--- src/rtl/memory_island_rsp_buf.sv ---
// memory_island_rsp_buf
// Credit-based response buffer placed in front of a memory_island_core port.
// Requests pass combinationally to the core while credit is available; each
// granted request reserves one response slot, so the response FIFO can never
// be overrun by a well-behaved core. Responses are returned upstream in order.
//
// Ports:
//   clk_i, rst_ni                     clock, asynchronous active-low reset
//   us_req_i/us_addr_i/us_we_i/
//   us_wdata_i/us_strb_i              upstream request
//   us_gnt_o                          upstream grant (combinational)
//   us_rsp_valid_o/us_rsp_rdata_o/
//   us_rsp_ready_i                    upstream response handshake
//   mem_req_o/mem_addr_o/mem_we_o/
//   mem_wdata_o/mem_strb_o            request towards the core
//   mem_gnt_i/mem_rvalid_i/mem_rdata_i core grant and response
//   inflight_o                        granted-but-not-returned count
//   err_o                             sticky protocol error
//
// Build option: define MEMORY_ISLAND_RSP_BUF_FALLTHROUGH_EN to let a response
// bypass an empty FIFO in the cycle it arrives when upstream is ready.
module memory_island_rsp_buf #(
  parameter int unsigned AddrWidth = 32,
  parameter int unsigned DataWidth = 64,
  parameter int unsigned Depth     = 4
) (
  input  logic                         clk_i,
  input  logic                         rst_ni,
  input  logic                         us_req_i,
  input  logic [AddrWidth-1:0]         us_addr_i,
  input  logic                         us_we_i,
  input  logic [DataWidth-1:0]         us_wdata_i,
  input  logic [DataWidth/8-1:0]       us_strb_i,
  output logic                         us_gnt_o,
  output logic                         us_rsp_valid_o,
  output logic [DataWidth-1:0]         us_rsp_rdata_o,
  input  logic                         us_rsp_ready_i,
  output logic                         mem_req_o,
  output logic [AddrWidth-1:0]         mem_addr_o,
  output logic                         mem_we_o,
  output logic [DataWidth-1:0]         mem_wdata_o,
  output logic [DataWidth/8-1:0]       mem_strb_o,
  input  logic                         mem_gnt_i,
  input  logic                         mem_rvalid_i,
  input  logic [DataWidth-1:0]         mem_rdata_i,
  output logic [$clog2(Depth+1)-1:0]   inflight_o,
  output logic                         err_o
);

  localparam int unsigned CntW = $clog2(Depth + 1);
  localparam int unsigned PtrW = (Depth > 1) ? $clog2(Depth) : 1;
  localparam logic [CntW:0]   DepthWide = (CntW + 1)'(Depth);
  localparam logic [CntW-1:0] DepthCnt  = CntW'(Depth);
  localparam logic [CntW-1:0] CntZero   = {CntW{1'b0}};
  localparam logic [CntW-1:0] CntOne    = CntW'(1'b1);
  localparam logic [PtrW-1:0] PtrZero   = {PtrW{1'b0}};
  localparam logic [PtrW-1:0] PtrLast   = PtrW'(Depth - 1);

  function automatic logic [PtrW-1:0] ptr_inc(input logic [PtrW-1:0] ptr);
    if (ptr == PtrLast) begin
      return PtrZero;
    end else begin
      return ptr + PtrW'(1'b1);
    end
  endfunction

  logic [CntW-1:0]      inflight_r, inflight_d;
  logic [CntW-1:0]      count_r, count_d;
  logic [PtrW-1:0]      wptr_r, wptr_d;
  logic [PtrW-1:0]      rptr_r, rptr_d;
  logic                 err_r, err_d;
  logic [DataWidth-1:0] store_r [Depth];

  logic [CntW:0] used_s;
  logic          credit_s;
  logic          issue_s;
  logic          rsp_legal_s;
  logic          fifo_empty_s;
  logic          fifo_full_s;
  logic          bypass_s;
  logic          pop_s;
  logic          push_req_s;
  logic          overflow_s;
  logic          push_s;
  logic          err_set_s;

  // Slots already spoken for: responses still at the core plus those buffered.
  assign used_s   = {1'b0, inflight_r} + {1'b0, count_r};
  assign credit_s = (used_s < DepthWide);

  assign mem_req_o   = us_req_i & credit_s;
  assign us_gnt_o    = mem_gnt_i & credit_s;
  assign mem_addr_o  = us_addr_i;
  assign mem_we_o    = us_we_i;
  assign mem_wdata_o = us_wdata_i;
  assign mem_strb_o  = us_strb_i;
  assign issue_s     = mem_req_o & mem_gnt_i;

  // A response with nothing outstanding has no owner; it is flagged and dropped.
  assign rsp_legal_s  = mem_rvalid_i & (inflight_r != CntZero);
  assign fifo_empty_s = (count_r == CntZero);
  assign fifo_full_s  = (count_r == DepthCnt);

`ifdef MEMORY_ISLAND_RSP_BUF_FALLTHROUGH_EN
  // Gated with rst_ni so nothing is presented upstream while in reset.
  assign bypass_s = rsp_legal_s & fifo_empty_s & us_rsp_ready_i & rst_ni;
`else
  assign bypass_s = 1'b0;
`endif

  assign us_rsp_valid_o = ~fifo_empty_s | bypass_s;
  assign us_rsp_rdata_o = (~fifo_empty_s) ? store_r[rptr_r] :
                          (bypass_s ? mem_rdata_i : {DataWidth{1'b0}});

  // Pop is evaluated before push so a full FIFO can accept and release together.
  assign pop_s      = ~fifo_empty_s & us_rsp_ready_i;
  assign push_req_s = rsp_legal_s & ~bypass_s;
  assign overflow_s = push_req_s & fifo_full_s & ~pop_s;
  assign push_s     = push_req_s & ~overflow_s;
  assign err_set_s  = (mem_rvalid_i & (inflight_r == CntZero)) | overflow_s;

  // Next-state for the outstanding counter, FIFO bookkeeping and sticky error.
  always_comb begin
    inflight_d = inflight_r;
    count_d    = count_r;
    wptr_d     = wptr_r;
    rptr_d     = rptr_r;
    err_d      = err_r | err_set_s;

    case ({issue_s, rsp_legal_s})
      2'b10:   inflight_d = inflight_r + CntOne;
      2'b01:   inflight_d = inflight_r - CntOne;
      default: inflight_d = inflight_r;
    endcase

    case ({push_s, pop_s})
      2'b10:   count_d = count_r + CntOne;
      2'b01:   count_d = count_r - CntOne;
      default: count_d = count_r;
    endcase

    if (push_s) begin
      wptr_d = ptr_inc(wptr_r);
    end else begin
      wptr_d = wptr_r;
    end

    if (pop_s) begin
      rptr_d = ptr_inc(rptr_r);
    end else begin
      rptr_d = rptr_r;
    end
  end

  // Control state register with asynchronous clear.
  always_ff @(posedge clk_i or negedge rst_ni) begin
    if (!rst_ni) begin
      inflight_r <= CntZero;
      count_r    <= CntZero;
      wptr_r     <= PtrZero;
      rptr_r     <= PtrZero;
      err_r      <= 1'b0;
    end else begin
      inflight_r <= inflight_d;
      count_r    <= count_d;
      wptr_r     <= wptr_d;
      rptr_r     <= rptr_d;
      err_r      <= err_d;
    end
  end

  // Response storage; contents are only observed through a valid head slot.
  always_ff @(posedge clk_i) begin
    if (push_s) begin
      store_r[wptr_r] <= mem_rdata_i;
    end
  end

  assign inflight_o = inflight_r;
  assign err_o      = err_r;

endmodule
--- config.mk ---
export PLATFORM = sky130hd
export DESIGN_NAME = memory_island_rsp_buf
export DESIGN_NICKNAME = d
export VERILOG_FILES = /design/src/rtl/memory_island_rsp_buf.sv
export SDC_FILE = /design/constraint.sdc
export NUM_CORES = 1
export LEC_CHECK = 0
export CORE_MARGIN = 1
export CORE_UTILIZATION = 40
export DETAILED_ROUTE_END_ITERATION = 16
export GPL_TIMING_DRIVEN = 1
export PLACE_DENSITY = 0.78
export SYNTH_ARGS = -nofsm -noshare
export SYNTH_HDL_FRONTEND = slang
export SYNTH_SLANG_ARGS = --single-unit
--- constraint.sdc ---
create_clock -name clk_i -period 3.1 [get_ports clk_i]
set_input_delay 0.775 -clock clk_i [delete_from_list [all_inputs] [get_ports clk_i]]
set_output_delay 0.775 -clock clk_i [all_outputs]
set_load 0.01 [all_outputs]
Word-level counts from Yosys, hierarchy flattened
Memories as Yosys holds them, arrays and structs flattened. Cells that the tools add are included.

Add/subtract/negate cells: 7. Multiply operators: 0. Divide/modulo/power cells: 0. Magnitude comparators: 1. Equality and inequality tests: 7. Shift-type cells: 0. Multiplexer cells: 7. Bitwise gates (word level): 14. Reductions and logical operators: 5.

Operators by type and width (count): 2-to-1 mux 64 bit (1); one-hot mux 3 bit (2 select lines) (2); AND 1 bit (9); equality test 2 bit (second input constant) (4); adder 3 x 1 -> 3 bit (second input constant) (2); zero test 3 bit (2); subtractor 3 x 1 -> 3 bit (second input constant) (2); adder 2 x 1 -> 2 bit (second input constant) (2); adder 3 x 3 -> 4 bit (1); equality test 2 x 1 -> 1 bit (second input constant) (2); < comparator 4 x 3 -> 1 bit (second input constant) (1); 2-to-1 mux 2 bit (2); nonzero test 2 bit (2); equality test 3 bit (second input constant) (1); inverter 1 bit (3); nonzero test 3 bit (1); 2-to-1 mux 1 bit (2); OR 1 bit (2).

Bits in registers: 11. Latch bits: 0. RAM bits: 256. ROM bits: 0. Memories: 1.

Memory list: store_r (words 4, width 64, read ports 1, clocked after Yosys merged registers in 0, wr ports 1, line 72) `logic [DataWidth-1:0] store_r [Depth];`.

Depth between registers and ports, before layout
Depth in word-level cells: 9. Gate-level depth with buffers: 10.

Worst setup path before layout
No wires, ideal clock.

Path kind: input-to-reg. Start: input port us_rsp_ready_i. End: memory store_r[0][0] (enable). Setup time: 0.429 ns. Arrival: 2.950 ns. Data required time: 2.671 ns. Setup slack: -0.279 ns. Cell stages on the path: 4. Buffers on the path: 1. Path through: clkbuf_1 -> nor4b_1 -> nor2_1 -> and2_1.

Word-level cells in the longest chain between the ends: 7.

Ends and longest elaborated chain: start, declared (line 37) `input logic us_rsp_ready_i,`; AND 1 bit (line 116) `assign pop_s = ~fifo_empty_s & us_rsp_ready_i;`; inverter 1 bit (line 118) `assign overflow_s = push_req_s & fifo_full_s & ~pop_s;`; AND 1 bit (line 118); inverter 1 bit (line 119) `assign push_s = push_req_s & ~overflow_s;`; AND 1 bit (line 119); 2-to-1 mux 1 bit (line 174) `if (push_s) begin`; 2-to-1 mux 1 bit (not written as such) (line 175) `store_r[wptr_r] <= mem_rdata_i;`; end, declared (line 72).

No other way between the ends.

Final worst setup path
Start: register rptr_r[0]. End: output port us_rsp_rdata_o[20].

Word-level cells in the longest chain between the ends: 2.

Ends and longest elaborated chain: start, declared (line 70) `logic [PtrW-1:0] rptr_r, rptr_d;`; start signal, assigned (line 161) `rptr_r <= PtrZero;`; start signal, assigned (line 167) `rptr_r <= rptr_d;`; memory read (4 x 64 bit); 2-to-1 mux 64 bit (line 112) `assign us_rsp_rdata_o = (~fifo_empty_s) ? store_r[rptr_r] :`; end, declared (line 36) `output logic [DataWidth-1:0] us_rsp_rdata_o,`.

No other way between the ends.

==> impl_results.md <==
* Largest net degree at the start of global routing at 37
* Drc violations at 0
* Die area at between 0.02 and 0.03 sq mm
* Starting Density at 41.2%
* R2r setup slk at 0.76 ns
* RSZ-0062 raised after global routing: yes
* DR WL/cell at 26.1 um
* Rel. slew slack at 56.9%
* Min-delay src: err_o
* Worst path top cell family by delay: buffers and inverters
* Final worst setup slack at 0.0245 ns
* Commonest non-fill, non-tap cell in the layout: edfxtp_1
* Layout cells sized above 1 at between 20% and 30%
* Worst r2r src: count_r[2]
* Final setup vio count at 0
* Worst hold path cell count at 1
* Multi-input gate area at 0.00235 sq mm
* Mapped cell area at between 0.01 and 0.015 sq mm
* CTS Sinks at 267
* Most frequent cells in the layout: edfxtp_1, clkdlybuf4s50_1, mux4_2
* CP max-delay cell: dfrtp_4
* Critical path buffers and inverters at 5
* Required @ worst endpoint at between 2 and 2.5 ns
* VDD IR max at 0.607 mV
* Power, Total at roughly 14 mW
* Crit Path Category: register to output pin
* Dpl cells at 998
* Syn_nets at 776
* Sequential element share of the synthesized area at between 70% and 80%
* Max clock buf depth at 3
* Pwr Density at 994 mW/mm^2
* Worst-path cell chain: buf_6, buf_12, buf_16, buf_4, mux4_2, and2_1, buf_4
* Core ar. at approximately 0.027 sq mm
* Largest family of logic cells by synthesized area: multiplexers
* WL final at around 28,000 um
* Tcrit/Tclk final at around 99%
* Min cycle time layout at 3.08 ns
* Clk_skew at 0.00733 ns
* Clk_lat worst skew at 0.52 ns
* Drt initial violations at 272
* Die Ht at ~170 um
* Via count at roughly 5,500
* Max-Cap Viols at 0
* Total gr overflow at 0
* XOR/XNOR share of the synthesized area at less than 1%
* Initial antenna violation count at 1
* Post-route insts no fill at 1,068
* Rows at 60
* Layout overhead on the synthesized area at 21.9%
* Status: finished, final reports clean
* Yosys reg bits at 267
* Routed Antenna Nets at 0
* TritonCTS buffer count at 27
* WHS Endpoint: err_o
* Die W at approximately 170 um
* Worst-path maximum fanout at 8
* Iteration count of the initial detailed-routing pass at 4
* Post-DP HPWL at between 15,000 and 20,000 um
* Leak Pwr at 4.67 nW
* Fill cell count at between 2,000 and 2,500
* Reg area at 0.00797 sq mm
* GRT Util Overall at 19.2%
* R2R cell count at 6
* Avg Inst Size Synth at 19.0 sq um
* Clk slew on worst S/H paths at 0.06 ns
* Hold Crit Class: register to register
* Hold Slack at slightly below 0.5 ns
* Max Freq at 325 MHz
* Io pins at 351
* TritonCTS clock tree: done
* IO Port Bufs at 140
* Slew Limit Fails at 0
* Critical Path Sink Type: output pin
* H-tree levels at 1
* Layout Nets at 862
* Synth Area in Compound Gates at 1.01%
* First-pass GRT wire length at between 30,000 and 40,000 um
* Yosys cell types at 36
* CP peak stage delay at 0.51 ns
* Vias in the first global route at ~5,600
* Adder-cell share of the synthesized area at 1.25%
* Hold buffers post-CTS at 0
* Cells after Synth at roughly 600
* CP arrival at around 2.3 ns
* Routability congestion estimate at 0.772
* Most Frequent Cell on Critical Path: buf_4
* Startpoint Class: register
* Worst Max-Slew Pin Slew at 0.644 ns
* Final Hold Fails at 0
* Simple-gate portion of the synthesized area at 4.98%
* Mux share of post-synthesis cell area at 13.1%
* Pre-CTS setup slack at 0.291 ns
* Synthesis Warnings at 0
* RR Endpoint: count_r[1]
* Vias per cell at just over 5
* Root buffer cell: clkbuf_16
-- repair_timing --
item,CTS,global route
setup buffers,12,5
cloned,4,1
resized for setup,109,37
endpoints found under the setup margin,66,22
pin swaps,0,1
-- registers in the layout (all words and copies together) (netlist names) --
signal / count
inflight_o: 3
store_r: 256
rptr_r: 2
count_r: 3
err_o: 1
wptr_r: 2
-- routing by layer --
layer | wire [um] | vias up | track usage, %
li1 | - | 2344 | -
met1 | 9190 | 2797 | 19.9
met2 | 13900 | 268 | 32.7
met3 | 3560 | 65 | 9.42
met4 | 1250 | 2 | 8.66
met5 | 25 | - | 0.696
-- worst max path at each step --
stage,from,to,slack [ns],cells after the start
5_1_grt,rptr_r[0],us_rsp_rdata_o[20],-0.03,7
4_1_cts,rptr_r[0],us_rsp_rdata_o[12],-0.06,6
2_1_floorplan,us_rsp_ready_i,store_r[0][0],0.41,4
3_3_place_gp,mem_gnt_i,us_gnt_o,0.25,3
6_report,rptr_r[0],us_rsp_rdata_o[20],0.02,7
3_5_place_dp,mem_gnt_i,us_gnt_o,0.29,3
-- cell usage after synthesis --
cell       number  share of area (%)
buf_1           3               0.10
o22ai_1         1              0.056
nand2_1         6               0.20
xnor2_1         2               0.16
inv_4           1              0.056
nor3_1          4               0.18
a2111oi_0       1              0.078
or3_1           1              0.056
ha_1            8               0.89
nand3_1         3               0.13
mux4_2         64                 13
inv_1           7               0.23
edfxtp_1      256                 69
o31ai_4         1               0.19
mux2i_1         1              0.089
and3_1          2               0.11
nor2_1          6               0.20
and2_1         68                3.8
xnor2_2         1               0.15
xor2_1          2               0.16
and3_4          1               0.10
o211ai_1        1              0.067
o21ai_0         6               0.27
nor4b_1         1              0.078
and2_2          1              0.067
buf_2           7               0.31
clkbuf_1       11               0.37
a21o_1          1              0.067
fa_1            2               0.36
mux2_2          1               0.10
buf_4         106                7.1
dfrtp_1        11                2.5
a2bb2oi_1       1              0.078
a2111oi_2       1               0.13
nand2b_1        1              0.056
o21bai_1        1              0.067
-- cell type report --
class	count	share of cell area, %
antenna	1	0.0183
timing repair buffer	184	14.2
tap	372	3.41
clock buffer	34	5.14
clock inverter	13	1.39
sequential	267	58.4
inverter	8	0.238
multi-input combinational	189	17.2
-- per-stage QoR --
stage / utilization, % / cell area, sq um / TNS, ns
after floorplan: - / 11200 / 0
after global placement: 46.2 / 12500 / 0
after detailed placement: 46.2 / 12500 / 0
after CTS: 50.1 / 13600 / -0.109
after global routing: 50.2 / 13700 / -0.0818
final: 50.2 / 13700 / 0
-- logic make-up (layout without fill, tap and decap cells) --
| kind of cell | Yosys count | in the layout |
|---|---|---|
| AOI/OAI and AO/OA | 14 | 14 |
| and+or+nand+nor | 94 | 94 |
| muxes | 66 | 66 |
| DFF | 267 | 267 |
| buffers and inverters | 135 | 239 |
| other | 0 | 1 |
| adders and majority gates | 10 | 10 |
| xor gates and xnor gates | 5 | 5 |
-- report_power, final --
part | internal [mW] | switching [mW]
Combinational | 2.79 | 2.50
Sequential | 4.76 | 0.252
Clock | 2.01 | 1.27
Total | 9.55 | 4.02
(Power assumes the default switching activity.)
